===== config.mk =====
export PLATFORM = sky130hd
export DESIGN_NAME = sim_event_ctrl
export DESIGN_NICKNAME = d
export VERILOG_FILES = /design/src/rtl/sim_ctrl_pkg.sv /design/src/rtl/sim_event_prio_sel.sv /design/src/rtl/sim_event_ctrl.sv
export SDC_FILE = /design/constraint.sdc
export NUM_CORES = 1
export LEC_CHECK = 0
export ABC_AREA = 1
export BUFFER_PORTS_ARGS = -buffer_cell sky130_fd_sc_hd__buf_2
export CORE_UTILIZATION = 58
export CTS_CLUSTER_DIAMETER = 80
export DETAILED_ROUTE_END_ITERATION = 8
export HOLD_SLACK_MARGIN = 0.05
export PLACE_DENSITY = 0.91
export SLEW_MARGIN = 20
export SYNTH_ARGS = -nofsm -noshare
export SYNTH_HDL_FRONTEND = slang
export SYNTH_HIERARCHICAL = 1
export SYNTH_SLANG_ARGS = --single-unit

===== constraint.sdc =====
create_clock -name clk -period 5.35 [get_ports clk]
set_input_delay 0.2675 -clock clk [delete_from_list [all_inputs] [get_ports clk]]
set_output_delay 0.2675 -clock clk [all_outputs]
set_load 0.05 [all_outputs]

===== src/rtl/sim_ctrl_pkg.sv =====
// -----------------------------------------------------------------------------
// sim_ctrl_pkg
// Shared definitions for the simulation-control event sequencer and the
// host-side decode: sequencer state encoding and the evt_kind values.
// -----------------------------------------------------------------------------
package sim_ctrl_pkg;

    // Sequencer states
    typedef enum logic [1:0] {
        IDLE    = 2'd0,
        RUN     = 2'd1,
        STOPPED = 2'd2,
        DONE    = 2'd3
    } sim_state_e;

    // evt_kind encodings seen by the host
    localparam logic [1:0] KIND_STOP    = 2'd0;
    localparam logic [1:0] KIND_FINISH  = 2'd1;
    localparam logic [1:0] KIND_TIMEOUT = 2'd2;

    // Map a requester's finish flag onto the reported event kind
    function automatic logic [1:0] kind_of(input logic finish);
        return finish ? KIND_FINISH : KIND_STOP;
    endfunction

endpackage


===== src/rtl/sim_event_prio_sel.sv =====
// -----------------------------------------------------------------------------
// sim_event_prio_sel
// Combinational event picker: any finish request beats every stop request;
// within the chosen class the lowest index wins.
// Ports:
//   valid  [N_REQ]  requester raising an event
//   finish [N_REQ]  1 = finish, 0 = stop (only meaningful with valid)
//   any             at least one valid requester
//   idx    [IDX_W]  index of the winner (0 when none)
//   onehot [N_REQ]  one-hot winner (all zero when none)
// -----------------------------------------------------------------------------
module sim_event_prio_sel #(
    parameter int N_REQ = 4,
    parameter int IDX_W = 2
) (
    input  logic [N_REQ-1:0] valid,
    input  logic [N_REQ-1:0] finish,
    output logic             any,
    output logic [IDX_W-1:0] idx,
    output logic [N_REQ-1:0] onehot
);

    logic [N_REQ-1:0] fin_s;
    logic [N_REQ-1:0] cand_s;

    // Narrow the candidate set to finish requests when any exist, then scan
    // from the top down so the lowest set index is the last one written.
    always_comb begin
        fin_s  = valid & finish;
        cand_s = (|fin_s) ? fin_s : valid;
        idx    = '0;
        for (int i = N_REQ - 1; i >= 0; i--) begin
            idx = cand_s[i] ? IDX_W'(i) : idx;
        end
        onehot      = '0;
        onehot[idx] = |cand_s;
    end

    assign any = |cand_s;

endmodule


===== src/rtl/sim_event_ctrl.sv =====
// -----------------------------------------------------------------------------
// sim_event_ctrl
// Run/halt sequencer for DUT-side $stop/$finish events. Arbitrates requesters,
// gates the design run enable, counts run cycles, enforces a cycle budget and
// holds the winning event for the host.
// Optional feature macro: SIM_EVENT_CTRL_STOP_COUNT_EN adds stop_count[15:0],
// a saturating count of stop grants cleared only by reset.
// Ports:
//   clk, rst_n      clock, synchronous active-low reset
//   start           begin a run (IDLE or DONE only)
//   timeout_limit   run-cycle budget, 0 = none
//   req_valid/req_finish/req_code   per-requester event inputs
//   req_ack         one-hot grant pulse
//   host_resume     leave STOPPED
//   run             DUT clock enable
//   cycle_count     run cycles in the current run
//   evt_valid/evt_kind/evt_src/evt_code   latched event for the host
// -----------------------------------------------------------------------------
module sim_event_ctrl
    import sim_ctrl_pkg::*;
#(
    parameter int  N_REQ  = 4,
    parameter int  CODE_W = 8,
    parameter int  CNT_W  = 32,
    localparam int SRC_W  = (N_REQ > 1) ? $clog2(N_REQ) : 1
) (
    input  logic                    clk,
    input  logic                    rst_n,
    input  logic                    start,
    input  logic [CNT_W-1:0]        timeout_limit,
    input  logic [N_REQ-1:0]        req_valid,
    input  logic [N_REQ-1:0]        req_finish,
    input  logic [N_REQ*CODE_W-1:0] req_code,
    output logic [N_REQ-1:0]        req_ack,
    input  logic                    host_resume,
    output logic                    run,
    output logic [CNT_W-1:0]        cycle_count,
    output logic                    evt_valid,
    output logic [1:0]              evt_kind,
    output logic [SRC_W-1:0]        evt_src,
    output logic [CODE_W-1:0]       evt_code
`ifdef SIM_EVENT_CTRL_STOP_COUNT_EN
    ,
    output logic [15:0]             stop_count
`endif
);

    sim_state_e         state_r;
    sim_state_e         state_nxt_s;
    logic [CNT_W-1:0]   cycle_count_r;
    logic [CNT_W-1:0]   cnt_inc_s;
    logic               evt_valid_r;
    logic [1:0]         evt_kind_r;
    logic [SRC_W-1:0]   evt_src_r;
    logic [CODE_W-1:0]  evt_code_r;

    logic               grant_any_s;
    logic [SRC_W-1:0]   grant_idx_s;
    logic [N_REQ-1:0]   grant_onehot_s;
    logic               grant_finish_s;
    logic [CODE_W-1:0]  grant_code_s;
    logic               in_run_s;
    logic               timeout_hit_s;

    sim_event_prio_sel #(
        .N_REQ (N_REQ),
        .IDX_W (SRC_W)
    ) u_prio_sel (
        .valid  (req_valid),
        .finish (req_finish),
        .any    (grant_any_s),
        .idx    (grant_idx_s),
        .onehot (grant_onehot_s)
    );

    assign in_run_s       = (state_r == RUN);
    assign grant_finish_s = req_finish[grant_idx_s];
    assign grant_code_s   = req_code[grant_idx_s*CODE_W +: CODE_W];
    // Count saturates instead of wrapping
    assign cnt_inc_s      = (cycle_count_r == {CNT_W{1'b1}}) ? cycle_count_r
                                                             : cycle_count_r + CNT_W'(1);
    // A pending request in the same cycle suppresses the timeout
    assign timeout_hit_s  = (timeout_limit != {CNT_W{1'b0}}) &&
                            (cycle_count_r == timeout_limit - CNT_W'(1)) &&
                            !(|req_valid);

    // State register
    always_ff @(posedge clk) begin
        if (!rst_n) begin
            state_r <= IDLE;
        end else begin
            state_r <= state_nxt_s;
        end
    end

    // Next-state logic
    always_comb begin
        state_nxt_s = state_r;
        case (state_r)
            IDLE: begin
                if (start) state_nxt_s = RUN;
                else       state_nxt_s = IDLE;
            end
            RUN: begin
                if (grant_any_s)        state_nxt_s = grant_finish_s ? DONE : STOPPED;
                else if (timeout_hit_s) state_nxt_s = DONE;
                else                    state_nxt_s = RUN;
            end
            STOPPED: begin
                if (host_resume) state_nxt_s = RUN;
                else             state_nxt_s = STOPPED;
            end
            DONE: begin
                if (start) state_nxt_s = RUN;
                else       state_nxt_s = DONE;
            end
            default: state_nxt_s = IDLE;
        endcase
    end

    // State-decoded outputs: run enable and the same-cycle grant acknowledge
    always_comb begin
        run     = 1'b0;
        req_ack = '0;
        if (in_run_s) begin
            run     = 1'b1;
            req_ack = grant_onehot_s;
        end else begin
            run     = 1'b0;
            req_ack = '0;
        end
    end

    // Run-cycle counter and latched event record
    always_ff @(posedge clk) begin
        if (!rst_n) begin
            cycle_count_r <= '0;
            evt_valid_r   <= 1'b0;
            evt_kind_r    <= 2'd0;
            evt_src_r     <= '0;
            evt_code_r    <= '0;
        end else begin
            case (state_r)
                IDLE, DONE: begin
                    if (start) begin
                        cycle_count_r <= '0;
                        evt_valid_r   <= 1'b0;
                        evt_kind_r    <= 2'd0;
                        evt_src_r     <= '0;
                        evt_code_r    <= '0;
                    end
                end
                RUN: begin
                    // The cycle in which the event is seen still counts
                    cycle_count_r <= cnt_inc_s;
                    if (grant_any_s) begin
                        evt_valid_r <= 1'b1;
                        evt_kind_r  <= kind_of(grant_finish_s);
                        evt_src_r   <= grant_idx_s;
                        evt_code_r  <= grant_code_s;
                    end else if (timeout_hit_s) begin
                        evt_valid_r <= 1'b1;
                        evt_kind_r  <= KIND_TIMEOUT;
                        evt_src_r   <= '0;
                        evt_code_r  <= '0;
                    end
                end
                STOPPED: begin
                    if (host_resume) evt_valid_r <= 1'b0;
                end
                default: begin
                    evt_valid_r <= 1'b0;
                end
            endcase
        end
    end

    assign cycle_count = cycle_count_r;
    assign evt_valid   = evt_valid_r;
    assign evt_kind    = evt_kind_r;
    assign evt_src     = evt_src_r;
    assign evt_code    = evt_code_r;

`ifdef SIM_EVENT_CTRL_STOP_COUNT_EN
    logic [15:0] stop_count_r;

    // Saturating tally of stop grants; start does not clear it
    always_ff @(posedge clk) begin
        if (!rst_n) begin
            stop_count_r <= 16'h0000;
        end else if (in_run_s && grant_any_s && !grant_finish_s &&
                     (stop_count_r != 16'hFFFF)) begin
            stop_count_r <= stop_count_r + 16'h0001;
        end
    end

    assign stop_count = stop_count_r;
`endif

endmodule


==> out/metrics.cfg, run 1 <==
[critical_path]
worstSetupPathType = reg2reg
worstPathMaxFanout = 18
ff2ff_setup_slack_ps = 2290
arrival_ps = 3250
startpoint_type = register
reg2reg_depth = 10
crit_required_ps = 5540
end_kind = register

[logic_synthesis]
synth_top_area_share_pct = 21.1
synth_warnings = 6
yosysUniqueCellTypes = 39
synth.area.top_cells = dfxtp_1, nand2_1, nor2_1
synth_common_cells = nand2_1, nor2_1, inv_1
avgSynthCellArea_um2 = 5.61
async_flop_share_pct = 0
synth_most_common_cell = nand2_1
synth-seq-area-share_pct = 21.1
synthCells = 795
synth_nets = 879
yosysTopAreaCell = dfxtp_1
synth_ff_type = dfxtp_1
synth-seq-cells = 47
netlist_area_mm2 = 0.00446
synth-edff-count = 0

[pwr]
ir_worst_vdd_mv = 0.124
pwr-share-clk_pct = 30.0
combPwrFrac_pct = 29.4
p_leak_nw = 2.57
p_int_uw = 587
finalPower_uw = 898
seqPwrFrac_pct = 40.6
netSwitchingFraction_pct = 34.7
p_switching_uw = 312
powerDensity_mw_per_mm2 = 172

[timing]
final-hold-violation-count = 0
clock-skew-final_ps = 14.0
drv_slew = 0
setup_viol = 0
post-route-min-period_ps = 3060
whs_ps = 255
max_clock_freq_ghz = 0.327
setup_tns_ps = 0
timing.slew.headroom_pct = 37.5
fin_crit_sh_pct = 57.1
rsz0062_at_grt = no
worst_pin_slew_ps = 931

[floorplanning]
die_h_um = 89.7
die_w_um = 89.7
std_cell_rows = 31
core_mm2 = 0.00733
ioPinCount = 126
start_util_pct = 60.8
die-area_mm2 = 0.00804

[clock_network]
clockBufferDepth = 2
clk_pin_slew_ps = 100
cts.repair.resized = 0
post_cts_buffers = 0
clock_tree.root_cell = clkbuf_8
clock_latency_ps = 310
cts_max_level = 2
clock_sinks = 47
cts_hold_buf = 0
cts_tree = yes
numCtsBuffers = 5

[grt]
grt_overflow = 0
grt_util_all_layers_pct = 32.3
grt_max_degree = 27
grt_pass1_vias = 4685
grt_first_pass_wirelength_um = 20100
antenna_found_initial = 0

[cells_and_area]
layout-drive-gt1-share_pct = 18.8
fill_cells = 720
antenna_cells = 0
design_area_mm2 = 0.00524
nets = 995
syn_to_final_growth_pct = 17.5

[placed_design]
dpl.hpwl_um = 10500
placed_area_mm2 = 0.00512
portBuffers = 125
place.gp.congestion = 1.01

[worst_hold_path]
hold_path.class = in2reg
hold_depth = 3

[route]
vias = 5496
ant_nets = 0
first_pass_iters = 6
drt_wl_total_um = 12900
viasPerCell = 5.44
drt_iter0_markers = 370
drcViolationCount = 0
wl_per_cell_um = 12.8

[run]
maxCapViolations = 0

[status]
status = finished, final reports clean

==> per-layer routing <==
| metal | vias to the layer above | part of all wire [%] | global-route usage [%] |
|---|---|---|---|
| met2 | 292 | 45 | 55.1 |
| met3 | 56 | 9.6 | 6.58 |
| met5 | - | 0 | 0 |
| met4 | 0 | 4.9 | 18.5 |
| met1 | 2373 | 40 | 37.6 |
| li1 | 2775 | - | - |
==> stage by stage <==
step                      util (%)  setup WS (ps)  cells
after floorplan                  -           2900    795
after global placement        69.9           2460   1003
after detailed placement      69.9           2370   1003
after CTS                     71.4           2350   1011
after global routing          71.4           2050   1011
final                         71.4           2290   1011
==> power groups by stage <==
stage	combinational (mW)	sequential [mW]	clock (mW)
2_1_floorplan	0.156	0.403	0
3_3_place_gp	0.258	0.373	0
3_5_place_dp	0.261	0.373	0
4_1_cts	0.262	0.365	0.269
5_1_grt	0.294	0.366	0.282
6_report	0.264	0.365	0.269
==> kinds of logic (layout without fill, tap and decap cells) <==
family	count (synthesis)	after routing	share of synthesized area [%]
xor+xnor	24	24	4.72
fa+ha+maj	8	8	2.25
flops	47	47	21.1
buf+inv	119	236	10.7
compound gates	106	106	12.8
simple gates	491	491	48.4
==> area by class of cell <==
| cell class | instances | area, µm² | area share, % |
|---|---|---|---|
| sequential | 47 | 941 | 18.0 |
| clock inverter | 3 | 46.3 | 0.884 |
| multi-input combinational | 629 | 3040 | 58.1 |
| timing repair buffer | 126 | 633 | 12.1 |
| tap | 99 | 124 | 2.37 |
| inverter | 102 | 383 | 7.31 |
| clock buffer | 5 | 68.8 | 1.31 |
==> cells in the final DEF (no fill, tap or decap) <==
| cell | Yosys | final |
|---|---|---|
| nand2_1 | 222 | 222 |
| nor2_1 | 134 | 134 |
| buf_2 | 3 | 125 |
| inv_1 | 97 | 97 |
| nand3_1 | 48 | 48 |
| dfxtp_1 | 47 | 47 |
| o21ai_0 | 41 | 41 |
| a21oi_1 | 37 | 37 |
| nor3_1 | 26 | 26 |
| xor2_1 | 14 | 14 |
| nand4_1 | 14 | 14 |
| nand3b_1 | 11 | 11 |
| nor2_2 | 11 | 11 |
| xnor2_1 | 10 | 10 |
| o22ai_1 | 10 | 10 |
| nand2_2 | 10 | 10 |
| ha_1 | 8 | 8 |
| o21ai_1 | 5 | 5 |
| a31oi_1 | 5 | 5 |
| clkbuf_8 | 0 | 5 |
| inv_2 | 4 | 4 |
| nand2_4 | 4 | 4 |
| a211oi_1 | 3 | 3 |
| nor2_4 | 3 | 3 |
| o21bai_1 | 2 | 2 |
| o21a_1 | 2 | 2 |
| and2_0 | 1 | 1 |
| nand3_2 | 1 | 1 |
| a21oi_2 | 1 | 1 |
| and3_1 | 1 | 1 |
| nor3_2 | 1 | 1 |
| clkinv_1 | 1 | 1 |
| nor3b_1 | 1 | 1 |
| and2_1 | 1 | 1 |
| or2_2 | 1 | 1 |
| inv_6 | 0 | 1 |
| clkinvlp_4 | 0 | 1 |
| bufinv_16 | 0 | 1 |
| buf_4 | 1 | 1 |
| nor2_8 | 1 | 1 |
==> state kept, by name (all words and copies together) (netlist names) <==
register,count
evt_src,2
evt_valid,1
evt_kind,2
cycle_count,32
evt_code,8
state_r,2
==> path summary, 6_finish.rpt <==
path | startpoint | endpoint
worst min register to register | evt_valid$_SDFFE_PN0P_ | evt_valid$_SDFFE_PN0P_
worst max-delay path | state_r[1]$_SDFF_PN0_ | cycle_count[17]$_SDFFE_PN0P_
worst min-delay path | start | state_r[0]$_SDFF_PN0_
worst max register to register | state_r[1]$_SDFF_PN0_ | cycle_count[17]$_SDFFE_PN0P_
==> critical path: stages, from the launching register on <==
cell and delay, ps:
dfxtp_1 390, inv_1 80, ha_1 350, nand3_1 130, nor3_1 50, a31oi_1 250
nand2_1 270, o21ai_1 800, inv_2 330, o21ai_0 200, a21oi_1 110
Note: power is estimated with default switching activity, not from simulation.
==> inputs of run 2 (changes only) <==
--- a/config.mk
+++ b/config.mk
@@ -7,11 +7,11 @@
 export LEC_CHECK = 0
 export ABC_AREA = 1
 export BUFFER_PORTS_ARGS = -buffer_cell sky130_fd_sc_hd__buf_2
-export CORE_UTILIZATION = 58
+export CORE_UTILIZATION = 54
 export CTS_CLUSTER_DIAMETER = 80
 export DETAILED_ROUTE_END_ITERATION = 8
 export HOLD_SLACK_MARGIN = 0.05
-export PLACE_DENSITY = 0.91
+export PLACE_DENSITY = 0.85
 export SLEW_MARGIN = 20
 export SYNTH_ARGS = -nofsm -noshare
 export SYNTH_HDL_FRONTEND = slang
==> constraint.sdc (replaced) <==
create_clock -name clk -period 2.9 [get_ports clk]
set_input_delay 0.145 -clock clk [delete_from_list [all_inputs] [get_ports clk]]
set_output_delay 0.145 -clock clk [all_outputs]
set_load 0.05 [all_outputs]
==> out/metrics.cfg, run 2 (synthesized netlist as in run 1, its figures left out) <==
[status]
status = finished, final reports clean

[pwr]
netSwitchingFraction_pct = 32.5  ; -2.2 points
powerDensity_mw_per_mm2 = 325  ; +89%
p_switching_uw = 565  ; +81%
seqPwrFrac_pct = 38.7  ; -1.9 points
pwr-share-clk_pct = 32.6  ; +2.6 points
p_leak_nw = 2.65  ; +3.1%
finalPower_mw = 1.74  ; +94%
p_int_mw = 1.17  ; +100%
ir_worst_vdd_mv = 0.208  ; +68%
combPwrFrac_pct = 28.7  ; -0.7 points

[clock_network]
clk_pin_slew_ps = 90  ; about the same
clock_tree.root_cell = clkbuf_8
cts.repair.resized = 0  ; unchanged
clock_latency_ps = 300  ; about the same
cts_hold_buf = 0  ; unchanged
cts_tree = yes
numCtsBuffers = 5  ; unchanged
clockBufferDepth = 2  ; unchanged
cts_max_level = 2  ; unchanged
post_cts_buffers = 0  ; unchanged
clock_sinks = 47  ; unchanged

[grt]
grt_max_degree = 27  ; unchanged
grt_util_all_layers_pct = 30.5  ; -1.7 points
grt_first_pass_wirelength_um = 21300  ; +5.6%
antenna_found_initial = 0  ; unchanged
grt_pass1_vias = 4862  ; +3.8%
grt_overflow = 0  ; unchanged

[route]
drt_iter0_markers = 387  ; +4.6%
viasPerCell = 5.32  ; -2.1%
vias = 5465  ; -0.56%
ant_nets = 0  ; unchanged
drt_wl_total_um = 13100  ; +1.0%
met2_length_um = 6150  ; +5.1%
drcViolationCount = 0  ; unchanged
drt-met1-wl_um = 5580  ; +7.0%
top_layer = met4
route.met3.wl_um = 972  ; -21%
first_pass_iters = 5  ; -1
wl_per_cell_um = 12.7  ; -0.58%

[worst_hold_path]
hold_path.class = in2reg

[timing]
setup_viol = 0  ; unchanged
max_clock_freq_ghz = 0.382  ; +17%
timing.slew.headroom_pct = 61.1  ; +24 points
post-route-min-period_ps = 2620  ; -438 ps
fin_crit_sh_pct = 90.3  ; +33 points
rsz0062_at_grt = no
clock-skew-final_ps = 9.22  ; -4.76 ps
worst_pin_slew_ps = 583  ; -348 ps
final-hold-violation-count = 0  ; unchanged
drv_slew = 0  ; unchanged
setup_tns_ps = 0  ; unchanged

[critical_path]
crit_required_ps = 3100  ; -2440 ps
arrival_ps = 2820  ; -430 ps
startpoint_type = register
end_kind = register
worstSetupPathType = reg2reg
worstPathMaxFanout = 10  ; -8

[run]
maxCapViolations = 0  ; unchanged

[placed_design]
portBuffers = 125  ; unchanged
dpl.hpwl_um = 10700  ; +1.4%
place.gp.congestion = 0.959  ; -5.2%

[floorplanning]
core_mm2 = 0.00785  ; +7.0%
die-area_mm2 = 0.00862  ; +7.2%
die_w_um = 92.9  ; +3.6%
ioPinCount = 126  ; unchanged
die_h_um = 92.9  ; +3.6%
start_util_pct = 56.8  ; -4.0 points
std_cell_rows = 32  ; +3.2%

[cells_and_area]
final_cell_mix = nand2_1, nor2_1, buf_2
largest_reg_flops = 32  ; unchanged
layout-drive-gt1-share_pct = 19.9  ; +1.1 points
nets = 1008  ; +1.3%
fill_cells = 797  ; +11%
antenna_cells = 0  ; unchanged
regArea_um2 = 941  ; unchanged
multi_input_area_mm2 = 0.00304  ; +0.12%
final_common_cell = nand2_1
syn_to_final_growth_pct = 20.2

## run 2: layer usage
layer	global-route usage [%]	vias up
met5	0	-
met4	11.7	0
met3	3.37	33
met2	55.0	259
met1	36.9	2380
li1	-	2793
## run 2: power by group through the flow
stage	sequential, mW	combinational (mW)	clock, mW
6_report	0.673	0.499	0.568
5_1_grt	0.676	0.557	0.594
4_1_cts	0.673	0.494	0.571
3_5_place_dp	0.688	0.493	0
3_3_place_gp	0.688	0.490	0
2_1_floorplan	0.744	0.287	0
## run 2: worst paths after layout
path	slack, ps	to	cells past startpoint	from
worst min-delay path	130	state_r[0]$_SDFF_PN0_	3	start
worst min register to register	470	evt_valid$_SDFFE_PN0P_	2	evt_valid$_SDFFE_PN0P_
worst max register to register	280	cycle_count[30]$_SDFFE_PN0P_	16	cycle_count[0]$_SDFFE_PN0P_
worst max-delay path	280	cycle_count[30]$_SDFFE_PN0P_	16	cycle_count[0]$_SDFFE_PN0P_
## run 2: final cells by class
class | count | area share (%)
Sequential cell | 47 | 17.6
Clock inverter | 2 | 1.12
Clock buffer | 6 | 1.35
Inverter | 102 | 7.14
Timing Repair Buffer | 139 | 13.6
Tap cell | 102 | 2.38
Multi-Input combinational cell | 629 | 56.8
## run 2: critical path, cell delays in order (launching register included)
cell and delay, ps:
dfxtp_1 350, ha_1 220, nand2_1 130, nor3_2 70
nand3_1 90, nor2_1 70, a31oi_1 230, nand2_1 130
buf_4 200, inv_2 130, nand2_1 170, nor2_1 210
inv_1 110, nor2_1 120, nand2_1 80, o21ai_0 140
nor2_1 50
## run 2: through the flow
step | utilization (%) | cell area, µm² | instances | worst slack (ps) | hold WS [ps]
floorplan | - | 4460 | 795 | 453 | 266
global placement | 66.5 | 5220 | 1019 | 257 | 430
global route | 68.3 | 5360 | 1027 | 11.6 | 162
CTS | 68.2 | 5360 | 1027 | 148 | 120
detailed placement | 66.5 | 5220 | 1019 | 133 | 430
finish | 68.3 | 5360 | 1027 | 282 | 130
==> inputs of run 3 (changes only) <==
--- a/config.mk
+++ b/config.mk
@@ -11,7 +11,8 @@
 export CTS_CLUSTER_DIAMETER = 80
 export DETAILED_ROUTE_END_ITERATION = 8
 export HOLD_SLACK_MARGIN = 0.05
-export PLACE_DENSITY = 0.85
+export MAX_ROUTING_LAYER = met4
+export PLACE_DENSITY_LB_ADDON = 0.08
 export SLEW_MARGIN = 20
 export SYNTH_ARGS = -nofsm -noshare
 export SYNTH_HDL_FRONTEND = slang
==> out/metrics.cfg, run 3 (synthesized netlist as in run 1, its figures left out) <==
[placed_design]
dpl.hpwl_um = 11700  ; +9.3%
dp_slack_ps = 364  ; +232 ps
place.gp.congestion = 0.971  ; +1.3%
dp_cells = 1019  ; unchanged
portBuffers = 125  ; unchanged

[pwr]
p_int_mw = 1.11  ; -5.2%
netSwitchingFraction_pct = 34.7  ; +2.3 points
ir_worst_vdd_mv = 0.279  ; +34%
finalPower_mw = 1.71  ; -1.9%
combPwrFrac_pct = 29.9  ; +1.2 points
powerDensity_mw_per_mm2 = 319  ; -1.6%
p_switching_uw = 593  ; +4.9%
p_leak_nw = 2.65  ; -0.18%
seqPwrFrac_pct = 39.4  ; +0.7 points
pwr-share-clk_pct = 30.6  ; -2.0 points

[timing]
max_clock_freq_ghz = 0.394  ; +3.0%
post-route-min-period_ps = 2540  ; -77.3 ps
fin_crit_sh_pct = 87.6  ; -2.7 points
timing.slew.headroom_pct = 69.4  ; +8.3 points
rsz0062_at_grt = no
setup_tns_ps = 0  ; unchanged
worst_pin_slew_ps = 456  ; -127 ps
clock-skew-final_ps = 10.7  ; +1.45 ps
fin_ws_ps = 360  ; +77.3 ps
setup_viol = 0  ; unchanged
drv_slew = 0  ; unchanged
final-hold-violation-count = 0  ; unchanged

[critical_path]
path_common_cell = nor2_1
startpoint_type = register
crit_slowest_cell = dfxtp_1
worstSetupPathType = reg2reg
end_kind = register
timing.critical_path.slowest_cell_delay_ps = 360  ; about the same
crit_required_ps = 3110  ; about the same
cp_top_family = simple AND/OR/NAND/NOR gates
crit_chain = ha_1, nand2_1, nor3_2, nand3_1, nor2_1, a31oi_1, nand2_2, inv_2, nand2_1, nor2_1, inv_1, nor2_1, nand2_1, o21ai_0, nor2_1
path_buf_inv = 2  ; -1
worstPathMaxFanout = 11  ; +1
arrival_ps = 2750  ; -70 ps
ff2ff_setup_slack_ps = 360  ; +80 ps

[route]
vias = 5524  ; +1.1%
wl_per_cell_um = 13.9  ; +9.2%
drt_iter0_markers = 386  ; -0.26%
route.met3.wl_um = 981  ; +0.93%
ant_nets = 0  ; unchanged
viasPerCell = 5.38  ; +1.1%
drt-met1-wl_um = 5960  ; +6.8%
first_pass_iters = 5  ; unchanged
drt_wl_total_um = 14300  ; +9.2%
met2_length_um = 6880  ; +12%
drcViolationCount = 0  ; unchanged
top_layer = met4

[cells_and_area]
syn_to_final_growth_pct = 19.9
stdcell_count = 1027  ; unchanged
largest_reg_flops = 32  ; unchanged
nets = 1008  ; unchanged
antenna_cells = 0  ; unchanged
layout-drive-gt1-share_pct = 20.0  ; +0.11 points
final_cell_mix = nand2_1, nor2_1, buf_2
final_common_cell = nand2_1
finish.utilization_pct = 68.1  ; -0.16 points

[clock_network]
clockBufferDepth = 2  ; unchanged
post_cts_buffers = 0  ; unchanged
clock_tree.root_cell = clkbuf_8
cts_tree = yes
cts_max_level = 2  ; unchanged
clock_sinks = 47  ; unchanged
clk_pin_slew_ps = 90  ; about the same
clock_latency_ps = 310  ; about the same
cts_hold_buf = 0  ; unchanged
numCtsBuffers = 5  ; unchanged
cts.repair.resized = 0  ; unchanged

[floorplanning]
ioPinCount = 126  ; unchanged
core_mm2 = 0.00785  ; unchanged
die-area_mm2 = 0.00862  ; unchanged
die_h_um = 92.9  ; unchanged
die_w_um = 92.9  ; unchanged
start_util_pct = 56.8  ; unchanged
std_cell_rows = 32  ; unchanged

[grt]
grt_max_degree = 27  ; unchanged
grt_overflow = 0  ; unchanged
grt_util_all_layers_pct = 34.1  ; +3.6 points
antenna_found_initial = 0  ; unchanged
grt_pass1_vias = 4996  ; +2.8%
grt_first_pass_wirelength_um = 22800  ; +7.0%

[run]
maxCapViolations = 0  ; unchanged

[worst_hold_path]
hold_path.class = in2reg

[status]
status = finished, final reports clean

## run 3: changes by cell type in the layout (fill, tap and decap cells not counted), sizes merged
| cell | before | now |
|---|---|---|
| bufinv | 2 | 1 |
| inv | 101 | 102 |
## run 3: final timing paths
path                               start  cells past startpoint                      endpoint
min                                start                      3         state_r[0]$_SDFF_PN0_
max reg2reg  cycle_count[0]$_SDFFE_PN0P_                     15  cycle_count[30]$_SDFFE_PN0P_
min reg2reg     evt_kind[1]$_SDFFE_PN0P_                      2      evt_kind[1]$_SDFFE_PN0P_
max          cycle_count[0]$_SDFFE_PN0P_                     15  cycle_count[30]$_SDFFE_PN0P_
## run 3: layout make-up
class                           instances  area (µm²)
Clock buffer                            6        82.6
Clock inverter                          2        38.8
Fill cell                             745        2500
Inverter                              102         383
Multi-Input combinational cell        629        3040
Sequential cell                        47         941
Tap cell                              102         128
Timing Repair Buffer                  139         731
## run 3: layer usage
| metal | vias to the layer above | track usage (%) |
|---|---|---|
| li1 | 2790 | - |
| met1 | 2422 | 39.8 |
| met2 | 265 | 59.9 |
| met3 | 47 | 3.61 |
| met4 | 0 | 12.9 |
| met5 | - | - |
## run 3: power by group through the flow
stage,clock network [mW],logic (mW),registers [mW]
6_report,0.523,0.511,0.673
3_5_place_dp,0,0.503,0.688
4_1_cts,0.526,0.505,0.673
3_3_place_gp,0,0.490,0.687
5_1_grt,0.536,0.562,0.675
2_1_floorplan,0,0.287,0.744
## run 3: worst register-to-register path, delay by kind of cell (launching register included)
family | cells | cell delay, ps
compound gates | 2 | 410
fa+ha+maj | 1 | 220
flops | 1 | 360
buf+inv | 2 | 270
simple gates | 10 | 1180
## run 3: stage by stage
step                instance area (µm²)  hold slack (ps)
detailed placement                 5220              417
CTS                                5340              104
finish                             5350              110
floorplan                          4460              266
global placement                   5220              409
global route                       5350              118
